[config.mk]
export PLATFORM = sky130hd
export DESIGN_NAME = queue_unpack
export DESIGN_NICKNAME = d
export VERILOG_FILES = /design/src/rtl/queue_unpack_pkg.sv /design/src/rtl/queue_unpack_perf.sv /design/src/rtl/queue_unpack.sv
export SDC_FILE = /design/constraint.sdc
export NUM_CORES = 1
export LEC_CHECK = 0
export BUFFER_PORTS_ARGS = -buffer_cell sky130_fd_sc_hd__buf_2
export CAP_MARGIN = 0
export CORE_MARGIN = 2
export CORE_UTILIZATION = 40
export CTS_CLUSTER_SIZE = 8
export DETAILED_ROUTE_END_ITERATION = 8
export GPL_TIMING_DRIVEN = 0
export HOLD_SLACK_MARGIN = 0.03
export PLACE_DENSITY_LB_ADDON = 0.1
export REMOVE_ABC_BUFFERS = 1
export SYNTH_ARGS = -nofsm -noshare
export SYNTH_HDL_FRONTEND = slang
export SYNTH_SLANG_ARGS = --single-unit
[constraint.sdc]
create_clock -name clk -period 2.23 [get_ports clk]
set_clock_uncertainty 0.15 [all_clocks]
set_input_delay 0 -clock clk [delete_from_list [all_inputs] [get_ports clk]]
set_output_delay 0 -clock clk [all_outputs]
set_load 0.02 [all_outputs]
[src/rtl/queue_unpack_pkg.sv]
// Shared definitions for queue_unpack: FSM state encoding and width helpers.
package queue_unpack_pkg;

    typedef enum logic [0:0] {
        IDLE = 1'b0,
        BUSY = 1'b1
    } state_e;

    function automatic int beat_width(input int w, input int k);
        return w / k;
    endfunction

    // A single-beat entry still needs a one-bit counter so the vector is legal.
    function automatic int cnt_width(input int k);
        return (k > 1) ? $clog2(k) : 1;
    endfunction

endpackage

[src/rtl/queue_unpack_perf.sv]
// queue_unpack_perf: saturating 32-bit count of cycles where a beat is offered but not accepted.
// Latency: count visible one cycle after the stall cycle; no backpressure (observer only).
module queue_unpack_perf (
    input  logic        clk,
    input  logic        arst,
    input  logic        i_stall,
    output logic [31:0] o_stall_cnt
);

    logic [31:0] cnt_q, cnt_d;

    always_comb begin
        cnt_d = cnt_q;
        if (i_stall && (cnt_q != 32'hFFFF_FFFF)) begin
            cnt_d = cnt_q + 32'd1;
        end
    end

    always_ff @(posedge clk or posedge arst) begin
        if (arst) begin
            cnt_q <= '0;
        end else begin
            cnt_q <= cnt_d;
        end
    end

    assign o_stall_cnt = cnt_q;

endmodule

[src/rtl/queue_unpack.sv]
// queue_unpack: pops W-bit entries from an upstream queue and emits K beats of W/K bits, LSB beat first.
// Latency 1 cycle head->o_valid; beat held stable while i_ready=0; QUEUE_UNPACK_PERF_EN adds o_stall_cnt.
module queue_unpack
    import queue_unpack_pkg::*;
#(
    parameter int W = 32,
    parameter int K = 4
) (
    input  logic                        clk,
    input  logic                        arst,
    input  logic                        i_empty_w,
    input  logic [W-1:0]                i_pop_dat,
    output logic                        o_pop,
    output logic                        o_valid,
    output logic [beat_width(W,K)-1:0]  o_dat,
    output logic                        o_last,
    input  logic                        i_ready
`ifdef QUEUE_UNPACK_PERF_EN
    ,
    output logic [31:0]                 o_stall_cnt
`endif
);

    localparam int BW = beat_width(W, K);
    localparam int CW = cnt_width(K);
    localparam logic [CW-1:0] CNT_LAST = CW'(K - 1);

    state_e        state_q, state_d;
    logic [CW-1:0] cnt_q, cnt_d;
    logic [W-1:0]  cap_q, cap_d;
    logic          busy;
    logic          accept;

    assign busy    = (state_q == BUSY);
    assign accept  = busy && i_ready;
    assign o_valid = busy;
    assign o_last  = busy && (cnt_q == CNT_LAST);
    assign o_dat   = cap_q[int'(cnt_q)*BW +: BW];

    // Reset gates the pop so the upstream queue never loses an entry into a register being cleared.
    assign o_pop = !arst && !i_empty_w && (!busy || (o_last && i_ready));

    always_comb begin
        state_d = state_q;
        cnt_d   = cnt_q;
        cap_d   = cap_q;
        if (o_pop) begin
            state_d = BUSY;
            cnt_d   = '0;
            cap_d   = i_pop_dat;
        end else if (accept) begin
            if (o_last) begin
                state_d = IDLE;
            end else begin
                cnt_d = cnt_q + 1'b1;
            end
        end
    end

    always_ff @(posedge clk or posedge arst) begin
        if (arst) begin
            state_q <= IDLE;
            cnt_q   <= '0;
            cap_q   <= '0;
        end else begin
            state_q <= state_d;
            cnt_q   <= cnt_d;
            cap_q   <= cap_d;
        end
    end

`ifdef QUEUE_UNPACK_PERF_EN
    queue_unpack_perf u_perf (
        .clk         (clk),
        .arst        (arst),
        .i_stall     (busy && !i_ready),
        .o_stall_cnt (o_stall_cnt)
    );
`endif

endmodule

==> run metrics <==
status finished, final reports clean; register area approximately 880 um^2; Initial Utilization 42.4%; FFs w/ async S/R, synth 100%; number of global-route vias before repair 1,132; Worst EP required about 2.3 ns; global-route wire length before repair a little over 5000 um; Seq/Total Area, Yosys a little under three fifths; largest net degree at the start of global routing 36; critical path class register to register; Relative slew margins between 50 and 60%; share of layout cells above drive strength 1 54.3%; fin crit share 92.0%; CTS Buf Count 5; metal2 WL 1730 um; type of the tightest min-delay check primary input to async pin; area of the multi-input gates 666 um^2; clock transition at the registers of the reported paths approximately 0.07 ns; design area ~2400 um^2; P&R area growth vs syn 50.3%; I/O Buffers 46; Tot Pwr 2900 uW; fmax between 400 and 500 MHz; antenna violations before repair 0; LEAKAGE 0.00107 uW; routed wire length on met3 169 um; Power Density 1220 nW/um^2; Startpoint Class register; final hold vios 0; Mapped Cells 97; synthesized cell area 1580 um^2; Cell variety after synth 19; crit path cell chain ha_1, nand2_1, a21oi_4, buf_12, mux2_2; cell row count 22; DR WL/cell 13.6 um; Via Count 1,108; Final Util between 60 and 70%; MaxCap Viol Count 0; top layer in use met4; CTS tree yes; #FFs+latches synth 35; CTS root buf clkbuf_8; maximum clock path buffer count 2; H-Tree Level Count 2; Post-synth top cells dfrtp_1 (35), mux2_2 (31), mux4_2 (8); drt via density 4.69; unrepaired setup endpoints after global routing false; grt ovf 0; Setup violations, final 0; Tightest Pin Transition 0.715 ns; DRC violation count after routing 0; synthesized area per cell 16.2 um^2; CP max FO 14; Clk Latency, worst-skew pair 0.28 ns; HPWL after DPL 1870 um; cell taking the most area after synthesis dfrtp_1; I/O pin cnt 47; Die Wd approximately 67 um; Filler Cell Count between 200 and 300; gr usage total 16.4%; Die ar. 4460 um^2; min Tclk post-route 2.05 ns; CP Capture Type register; Synth top area share 55.6%; most numerous cell in the Yosys netlist dfrtp_1; Die Y approximately 67 um; Max Slew Vio Count 0; DR iter-0 viols 18; clock sink total 35; VDD IR max around 0.00058 V; number of synthesized flops with an enable pin 0; GP Congestion a little under 0.7; CP max stage delay 0.59 ns; core area between 3000 and 4000 um^2; crit path DAT 2.07 ns; dominant cells by area after synthesis dfrtp_1 (56%), mux2_2 (22%), mux4_2 (11%), buf_6 (2.1%), nand2_1 (1.2%); M1 wire length 1280 um; WL final 3210 um; # nets final 224; Ant. Diodes 0; Yosys warnings 0; DP Area 1820 um^2; slack of the worst reg-to-reg path approximately 0.18 ns; final worst hold slack 0.249 ns; first drt pass iteration count 4; CP max-delay cell dfrtp_2; Antenna Nets Post-Route 0; top_reg_cell synth dfrtp_1
[kinds of logic (layout without fill, tap and decap cells)]
group	after synthesis	after routing	share of synthesized area (%)
compound gates	5	6	2.94
fa+ha+maj	1	1	0.794
buf+inv	7	97	3.18
flops	35	35	55.6
mux	41	41	34.9
simple gates	8	8	2.54
[placed cells by master, fill, tap and decap left out, types with 2 or more instances in the layout]
cell type	n
dlygate4sd3_1	37
buf_2	46
mux4_2	8
dfrtp_2	2
buf_12	2
a21oi_4	2
buf_4	2
dfrtp_1	33
clkbuf_8	7
mux2_2	31
nand2_1	5
[layout make-up]
| class | instances | area share (%) |
|---|---|---|
| Tap cell | 48 | 2.54 |
| Multi-Input combinational cell | 56 | 28.1 |
| Timing Repair Buffer | 87 | 27.7 |
| Sequential cell | 35 | 37.1 |
| Inverter | 2 | 0.317 |
| Clock buffer | 8 | 4.23 |
[per-stage QoR]
step           worst slack (ns)  setup TNS, ns  instances
6_report                  0.179              0        236
5_1_grt                  0.0773              0        236
4_1_cts                  0.0561              0        236
3_5_place_dp             -0.528         -16.78        186
3_3_place_gp             -0.504         -16.29        186
2_1_floorplan            -0.160          -5.08         92
[final timing paths]
| kind | from | to | cells past startpoint |
|---|---|---|---|
| setup reg to reg | cnt_q[0] | cap_q[4] | 5 |
| max in group asynchronous | arst | cnt_q[1] | 3 |
| setup / recovery | cnt_q[0] | cap_q[4] | 5 |
| hold reg to reg | cap_q[16] | cap_q[16] | 1 |
| min in group clk | i_pop_dat[16] | cap_q[16] | 3 |
| hold / removal | arst | cap_q[1] | 3 |
[layer usage]
metal / vias to the layer above / track usage [%]
met3: 2 / 6.08
met1: 531 / 16.8
met5: - / 0
met2: 39 / 30.0
met4: 0 / 6.12
li1: 536 / -
[registers in the layout, summed over array words and instances (netlist names)]
| signal | cells |
|---|---|
| cap_q | 32 |
| cnt_q | 2 |
| o_valid | 1 |
[critical path, delay by kind of cell (launching register included)]
kind            cells  cell delay [ns]
compound gates      1             0.24
fa+ha+maj           1             0.27
buf+inv             1             0.17
flops               1             0.59
mux                 1             0.34
simple gates        1             0.17
[power by group]
part / leakage [uW] / total [uW] / internal (uW) / switching [uW]
Combinational: 0.000598 / 1200 / 721 / 476
Clock: 0.0000515 / 495 / 282 / 214
Sequential: 0.000416 / 1200 / 956 / 248
Total: 0.00107 / 2900 / 1960 / 938
[timing repair]
action / CTS / global route
pin swaps: 2 / 0
gates resized for setup: 2 / 1
cloned: 1 / 0
setup endpoints to repair: 33 / 14
setup buffers: 4 / 0
hold buffers: 37 / 0
hold endpoints to repair: 70 / 0
Power figures use the tool's default switching activity.
